--- src/rtl/arith_unit_scheduler_if.sv ---
// Bundles the two request channels and the response channel of the shared arithmetic unit.
// master = requesters/consumer side, slave = the scheduler.
interface arith_unit_scheduler_if #(
    parameter int WIDTH = 8
);
    logic               req0_valid;
    logic               req0_ready;
    logic               req0_op;
    logic [WIDTH-1:0]   req0_a;
    logic [WIDTH-1:0]   req0_b;
    logic               req1_valid;
    logic               req1_ready;
    logic               req1_op;
    logic [WIDTH-1:0]   req1_a;
    logic [WIDTH-1:0]   req1_b;
    logic               rsp_valid;
    logic               rsp_ready;
    logic               rsp_id;
    logic               rsp_op;
    logic [2*WIDTH-1:0] rsp_data;

    modport master (
        output req0_valid, req0_op, req0_a, req0_b,
        output req1_valid, req1_op, req1_a, req1_b,
        output rsp_ready,
        input  req0_ready, req1_ready,
        input  rsp_valid, rsp_id, rsp_op, rsp_data
    );

    modport slave (
        input  req0_valid, req0_op, req0_a, req0_b,
        input  req1_valid, req1_op, req1_a, req1_b,
        input  rsp_ready,
        output req0_ready, req1_ready,
        output rsp_valid, rsp_id, rsp_op, rsp_data
    );
endinterface

--- src/rtl/arith_unit_scheduler.sv ---
// One adder and one iterative shift-add multiplier shared by two requesters,
// round-robin arbitrated, with a single held response slot.
module arith_unit_scheduler #(
    parameter int WIDTH = 8
) (
    input  logic                  i_clk,
    input  logic                  i_resetn,
    arith_unit_scheduler_if.slave io_bus,
    output logic                  o_busy
);
    localparam int CNT_W = (WIDTH > 1) ? $clog2(WIDTH) : 1;
    localparam logic [CNT_W-1:0] CNT_LAST = CNT_W'(WIDTH - 1);

    typedef enum logic [1:0] {S_IDLE, S_ADD, S_MUL, S_DONE} state_t;

    state_t               r_state;
    state_t               w_state_nxt;
    logic                 r_rr;
    logic [CNT_W-1:0]     r_cnt;
    logic                 r_rsp_id;
    logic                 r_rsp_op;
    logic [2*WIDTH-1:0]   r_rsp_data;
    logic [2*WIDTH-1:0]   r_mcand;
    logic [WIDTH-1:0]     r_mplier;
    logic [2*WIDTH-1:0]   r_acc;

    logic                 w_gnt0;
    logic                 w_gnt1;
    logic                 w_ready0;
    logic                 w_ready1;
    logic                 w_accept;
    logic                 w_op;
    logic [WIDTH-1:0]     w_sel_a;
    logic [WIDTH-1:0]     w_sel_b;
    logic [WIDTH:0]       w_sum;
    logic [2*WIDTH-1:0]   w_acc_nxt;
    logic                 w_rsp_hs;

    // rr pointer only matters when both requesters are valid
    assign w_gnt1    = io_bus.req1_valid && (!io_bus.req0_valid || r_rr);
    assign w_gnt0    = io_bus.req0_valid && !w_gnt1;
    assign w_op      = w_gnt1 ? io_bus.req1_op : io_bus.req0_op;
    assign w_sel_a   = w_gnt1 ? io_bus.req1_a  : io_bus.req0_a;
    assign w_sel_b   = w_gnt1 ? io_bus.req1_b  : io_bus.req0_b;
    assign w_accept  = w_ready0 || w_ready1;
    assign w_rsp_hs  = (r_state == S_DONE) && io_bus.rsp_ready;

    // the add reuses the operand registers that the multiplier loads at accept
    assign w_sum     = {1'b0, r_mcand[WIDTH-1:0]} + {1'b0, r_mplier};
    assign w_acc_nxt = r_acc + (r_mplier[0] ? r_mcand : '0);

    always_ff @(posedge i_clk or negedge i_resetn) begin
        if (!i_resetn) begin
            r_state <= S_IDLE;
        end else begin
            r_state <= w_state_nxt;
        end
    end

    always_comb begin
        w_state_nxt = r_state;
        w_ready0    = 1'b0;
        w_ready1    = 1'b0;
        case (r_state)
            S_IDLE: begin
                if (i_resetn) begin
                    w_ready0 = w_gnt0;
                    w_ready1 = w_gnt1;
                    if (w_gnt0 || w_gnt1) begin
                        w_state_nxt = w_op ? S_MUL : S_ADD;
                    end
                end
            end
            S_ADD:   w_state_nxt = S_DONE;
            S_MUL:   if (r_cnt == CNT_LAST) w_state_nxt = S_DONE;
            S_DONE:  if (io_bus.rsp_ready) w_state_nxt = S_IDLE;
            default: w_state_nxt = S_IDLE;
        endcase
    end

    always_ff @(posedge i_clk or negedge i_resetn) begin
        if (!i_resetn) begin
            r_rr       <= 1'b0;
            r_cnt      <= '0;
            r_rsp_id   <= 1'b0;
            r_rsp_op   <= 1'b0;
            r_rsp_data <= '0;
        end else begin
            if (w_accept) begin
                r_rsp_id <= w_gnt1;
                r_rsp_op <= w_op;
                r_cnt    <= '0;
            end
            if (r_state == S_MUL) begin
                r_cnt <= r_cnt + 1'b1;
            end
            if (r_state == S_ADD) begin
                r_rsp_data <= {{(WIDTH-1){1'b0}}, w_sum};
            end
            if ((r_state == S_MUL) && (r_cnt == CNT_LAST)) begin
                r_rsp_data <= w_acc_nxt;
            end
            if (w_rsp_hs) begin
                r_rr <= ~r_rsp_id;
            end
        end
    end

    // operand/accumulator registers are always loaded before use, so no reset
    always_ff @(posedge i_clk) begin
        if (w_accept) begin
            r_mcand  <= {{WIDTH{1'b0}}, w_sel_a};
            r_mplier <= w_sel_b;
            r_acc    <= '0;
        end else if (r_state == S_MUL) begin
            r_acc    <= w_acc_nxt;
            r_mcand  <= r_mcand << 1;
            r_mplier <= r_mplier >> 1;
        end
    end

    assign io_bus.req0_ready = w_ready0;
    assign io_bus.req1_ready = w_ready1;
    assign io_bus.rsp_valid  = (r_state == S_DONE);
    assign io_bus.rsp_id     = r_rsp_id;
    assign io_bus.rsp_op     = r_rsp_op;
    assign io_bus.rsp_data   = r_rsp_data;
    assign o_busy            = (r_state != S_IDLE);
endmodule

--- src/flat_wrapper.sv ---
// flat-port wrapper written by rule: the top's interface ports become plain ports
module arith_unit_scheduler_flat 
#(
    parameter int WIDTH = 8
)
  (i_clk, i_resetn, o_busy, io_bus_req0_valid, io_bus_req0_op, io_bus_req0_a, io_bus_req0_b, io_bus_req1_valid, io_bus_req1_op, io_bus_req1_a, io_bus_req1_b, io_bus_rsp_ready, io_bus_req0_ready, io_bus_req1_ready, io_bus_rsp_valid, io_bus_rsp_id, io_bus_rsp_op, io_bus_rsp_data);
  arith_unit_scheduler_if #(.WIDTH(WIDTH)) io_bus_i ();
  input  logic i_clk;
  input  logic i_resetn;
  output logic o_busy;
  input wire logic [$bits(io_bus_i.req0_valid)-1:0] io_bus_req0_valid;
  input wire logic [$bits(io_bus_i.req0_op)-1:0] io_bus_req0_op;
  input wire logic [$bits(io_bus_i.req0_a)-1:0] io_bus_req0_a;
  input wire logic [$bits(io_bus_i.req0_b)-1:0] io_bus_req0_b;
  input wire logic [$bits(io_bus_i.req1_valid)-1:0] io_bus_req1_valid;
  input wire logic [$bits(io_bus_i.req1_op)-1:0] io_bus_req1_op;
  input wire logic [$bits(io_bus_i.req1_a)-1:0] io_bus_req1_a;
  input wire logic [$bits(io_bus_i.req1_b)-1:0] io_bus_req1_b;
  input wire logic [$bits(io_bus_i.rsp_ready)-1:0] io_bus_rsp_ready;
  output wire logic [$bits(io_bus_i.req0_ready)-1:0] io_bus_req0_ready;
  output wire logic [$bits(io_bus_i.req1_ready)-1:0] io_bus_req1_ready;
  output wire logic [$bits(io_bus_i.rsp_valid)-1:0] io_bus_rsp_valid;
  output wire logic [$bits(io_bus_i.rsp_id)-1:0] io_bus_rsp_id;
  output wire logic [$bits(io_bus_i.rsp_op)-1:0] io_bus_rsp_op;
  output wire logic [$bits(io_bus_i.rsp_data)-1:0] io_bus_rsp_data;
  assign io_bus_i.req0_valid = io_bus_req0_valid;
  assign io_bus_i.req0_op = io_bus_req0_op;
  assign io_bus_i.req0_a = io_bus_req0_a;
  assign io_bus_i.req0_b = io_bus_req0_b;
  assign io_bus_i.req1_valid = io_bus_req1_valid;
  assign io_bus_i.req1_op = io_bus_req1_op;
  assign io_bus_i.req1_a = io_bus_req1_a;
  assign io_bus_i.req1_b = io_bus_req1_b;
  assign io_bus_i.rsp_ready = io_bus_rsp_ready;
  assign io_bus_req0_ready = io_bus_i.req0_ready;
  assign io_bus_req1_ready = io_bus_i.req1_ready;
  assign io_bus_rsp_valid = io_bus_i.rsp_valid;
  assign io_bus_rsp_id = io_bus_i.rsp_id;
  assign io_bus_rsp_op = io_bus_i.rsp_op;
  assign io_bus_rsp_data = io_bus_i.rsp_data;
  arith_unit_scheduler #(.WIDTH(WIDTH)) u_core (.i_clk(i_clk), .i_resetn(i_resetn), .io_bus(io_bus_i), .o_busy(o_busy));
endmodule
--- config.mk ---
export PLATFORM = sky130hd
export DESIGN_NAME = arith_unit_scheduler_flat
export DESIGN_NICKNAME = d
export VERILOG_FILES = /design/src/rtl/arith_unit_scheduler_if.sv /design/src/rtl/arith_unit_scheduler.sv /design/src/flat_wrapper.sv
export SDC_FILE = /design/constraint.sdc
export NUM_CORES = 1
export LEC_CHECK = 0
export BUFFER_PORTS_ARGS = -buffer_cell sky130_fd_sc_hd__buf_4
export CAP_MARGIN = 40
export CORE_ASPECT_RATIO = 1.25
export CORE_UTILIZATION = 51
export CTS_CLUSTER_DIAMETER = 40
export DETAILED_ROUTE_END_ITERATION = 12
export PLACE_DENSITY = 0.7
export SLEW_MARGIN = 10
export SYNTH_ARGS = -nofsm -noshare
export SYNTH_HDL_FRONTEND = slang
export SYNTH_SLANG_ARGS = --single-unit
export TNS_END_PERCENT = 50
--- constraint.sdc ---
create_clock -name i_clk -period 2.9 [get_ports i_clk]
set_input_delay 0.435 -clock i_clk [delete_from_list [all_inputs] [get_ports i_clk]]
set_output_delay 0.435 -clock i_clk [all_outputs]
set_load 0.05 [all_outputs]
==> results.py <==
metrics = {
    "sta": {
        "hold_slack_ps": 4.16,
        "relSlewSlack_pct": 62.0,
        "rsz0062_at_grt": "no",
        "setup-tns-final_ps": 0,
        "slew_violations": 0,
        "setup_slack_ps": 207,
        "setup_violations": 0,
        "tightestPinTransition_ps": 568,
        "fin_crit_ps": 2690,
        "fin_crit_sh_pct": 92.9,
        "fmax_mhz": 371,
        "clock_skew_ps": 17.3,
        "finalHoldViolations": 0,
    },
    "logic_synthesis": {
        "avgSynthCellArea_um2": 9.47,
        "syn_nets": 489,
        "synth_top_area_cell": "dfrtp_1",
        "seq_area_frac_synth_pct": 39.4,
        "synth-main-ff-cell": "dfxtp_1",
        "synth_edf_count": 16,
        "synth-seq-cells": 64,
        "ys_types": 51,
        "synthArstFlopShare_pct": 37.5,
        "syn_inst": 419,
        "yosysWarnings": 0,
        "synthTopCellsByArea": "dfrtp_1 (15%), dfxtp_1 (12%), edfxtp_1 (12%)",
        "syn-cell-area_um2": 3970,
        "netlist.area_leader.share_pct": 15.1,
    },
    "cts": {
        "clk_pin_slew_ps": 80,
        "h-tree-depth": 3,
        "clock-sinks": 64,
        "numCtsBuffers": 9,
        "cts_tree": "built",
        "cts_buffer_depth": 2,
        "worstSkewPairLatency_ps": 340,
        "root_buffer": "clkbuf_8",
        "post-cts-setup-buffers": 0,
    },
    "critical_path": {
        "crit_required_ps": 3130,
        "r2r_end": "u_core.io_bus.rsp_data[8]$_DFFE_PN0P_",
        "crit_chain": "ha_1 -> ha_1 -> fa_1 -> a21oi_2 -> o21ai_2 -> a221o_1 -> a21oi_1 -> xnor2_1 -> mux2_2",
        "cp.depth": 9,
        "path_buf_inv": 0,
        "crit_start": "u_core.r_mplier[0]$_DFFE_PP_",
        "r2r_setup_slack_ps": 210,
        "critPathLaunchType": "flip-flop",
        "cp_common_cell": "ha_1",
        "path_class": "reg2reg",
        "cp_max_fo": 3,
        "reg2reg_depth": 9,
        "crit_arrival_ps": 2920,
        "reg2reg_from": "u_core.r_mplier[0]$_DFFE_PP_",
        "crit_path_end": "u_core.io_bus.rsp_data[8]$_DFFE_PN0P_",
        "cp_top_family": "compound AO/OA/AOI/OAI gates",
        "crit_slowest_cell": "fa_1",
        "cpPeakStageDelay_ps": 420,
        "cp-end-kind": "flip-flop",
    },
    "die": {
        "start_util_pct": 53.3,
        "chipWidth_um": 80.9,
        "ios": 61,
        "die-height_um": 101,
        "die-area_um2": 8140,
        "coreArea_um2": 7440,
        "num_rows": 35,
    },
    "detailed_routing": {
        "drt_iter0_drc": 171,
        "post_drt_wl_per_cell_um": 14.4,
        "wirelength_mm": 8.27,
        "drc": 0,
        "detail-route-antenna-nets": 0,
        "first_pass_iters": 4,
        "vias": 3159,
        "viasPerCell": 5.49,
    },
    "power": {
        "total_power_mw": 5.62,
        "ir_drop_mv": 0.538,
        "power.share.sequential_pct": 29.3,
        "p_int_mw": 3.13,
        "p_clk_share_pct": 13.3,
        "combPwrFrac_pct": 57.4,
        "switchingPower_mw": 2.48,
        "switching_share_pct": 44.2,
        "powerDensity_nw_per_um2": 1190,
        "p_leak_nw": 2.22,
    },
    "finish": {
        "antennaDiodeCount": 0,
        "fin_cells": 575,
        "post_route_cells_drive_above_1_share_pct": 20.5,
        "design_area_um2": 4720,
        "final_nets": 548,
        "nFillCells": 652,
        "syn2layout_area_growth_pct": 19.0,
        "final_core_util_pct": 63.4,
    },
    "grt": {
        "grt_util_all_layers_pct": 22.6,
        "antenna_found_initial": 0,
        "overflow": 0,
        "grt_first_pass_wirelength_mm": 14.1,
        "grt_pass1_vias": 3054,
        "grt_max_degree": 46,
    },
    "place": {
        "dp_slack_ps": 169,
        "dp_hpwl_mm": 6.14,
        "dp_cells": 559,
        "placed_cell_area_um2": 4520,
        "globalplace.congestion": 0.841,
        "port_buffers": 60,
    },
    "run": {
        "drv_cap": 0,
    },
    "status": {
        "status": "finished clean",
    },
    "worst_hold_path": {
        "hold_class": "in2async",
    },
}
layer usage:
layer	track usage (%)	share of wire (%)	wire, um
met3	3.80	3.0	246
met4	9.89	2.5	210
met2	39.7	51	4210
met1	26.6	44	3600
met5	0	0	0
cell usage after synthesis, types with 6 or more instances:
library cell / count
mux2i_1: 42
ha_1: 29
inv_1: 16
nand3_1: 6
and2_1: 15
clkbuf_1: 16
a21o_1: 7
nor2_1: 35
xnor2_1: 11
xor2_1: 8
nor3_1: 6
dfxtp_1: 24
edfxtp_1: 16
o21ai_0: 41
nand3b_1: 7
nand2_1: 37
a21oi_1: 18
dfrtp_1: 24
cells in the final DEF, fill, tap and decap left out, drive strengths merged, types with 7 or more instances in the layout:
cell	count
buf	68
o21ai	45
mux2i	42
nand2	37
nor2	35
ha	29
dfrtp	24
dfxtp	24
a21oi	19
inv	17
edfxtp	16
and2	15
clkbuf	14
xnor2	11
xor2	8
a21o	8
nand3b	7
how the worst min path moves through the flow:
| stage | start | endpoint |
|---|---|---|
| 2_1_floorplan | i_resetn | u_core.io_bus.rsp_data[0]$_DFFE_PN0P_ |
| 3_3_place_gp | i_resetn | u_core.r_rr$_DFFE_PN0P_ |
| 3_5_place_dp | i_resetn | u_core.io_bus.rsp_id$_DFFE_PN0N_ |
| 4_1_cts | i_resetn | u_core.io_bus.rsp_data[0]$_DFFE_PN0P_ |
| 5_1_grt | i_resetn | u_core.io_bus.rsp_data[2]$_DFFE_PN0P_ |
| 6_report | i_resetn | u_core.io_bus.rsp_data[2]$_DFFE_PN0P_ |
logic make-up (layout without fill, tap and decap cells):
family | count (synthesis) | in the layout | synth area share [%]
buffers and inverters | 36 | 100 | 3.47
XOR/XNOR | 19 | 19 | 4.20
AND/OR/NAND/NOR | 131 | 131 | 16.9
flip-flops | 64 | 64 | 39.4
AO/OA/AOI/OAI | 94 | 94 | 14.7
multiplexers | 44 | 44 | 11.2
adder cells (fa/ha/maj) | 31 | 31 | 10.2
flip-flops by register name, summed over array words and instances, names as in the netlist:
name,flops
u_core.io_bus.rsp_id,1
u_core.r_acc,16
u_core.io_bus.rsp_op,1
u_core.r_mcand,16
u_core.r_state,2
u_core.r_rr,1
u_core.io_bus.rsp_data,16
u_core.r_mplier,8
u_core.r_cnt,3
power groups by stage:
stage                     Sequential, mW  Clock, mW  Combinational, mW
final                               1.64      0.748               3.22
after global routing                1.69      0.796               3.60
after CTS                           1.65      0.761               3.24
after detailed placement            1.66          0               3.22
after global placement              1.65          0               3.15
after floorplan                     1.87          0               2.23
final cells by class:
type,count,area (um^2),area share (%)
Clock inverter,2,11.3,0.239
Inverter,16,60.1,1.27
Timing Repair Buffer,68,510,10.8
Multi-Input combinational cell,319,2280,48.3
Tap cell,92,115,2.44
Sequential cell,64,1560,33.1
Clock buffer,14,184,3.90
repair_timing:
| item | in CTS | in global routing |
|---|---|---|
| hold buffers | 0 | 0 |
| resized for setup | 0 | 1 |
| endpoints found under the setup margin | 0 | 1 |
Note: power is estimated with default switching activity, not from simulation.
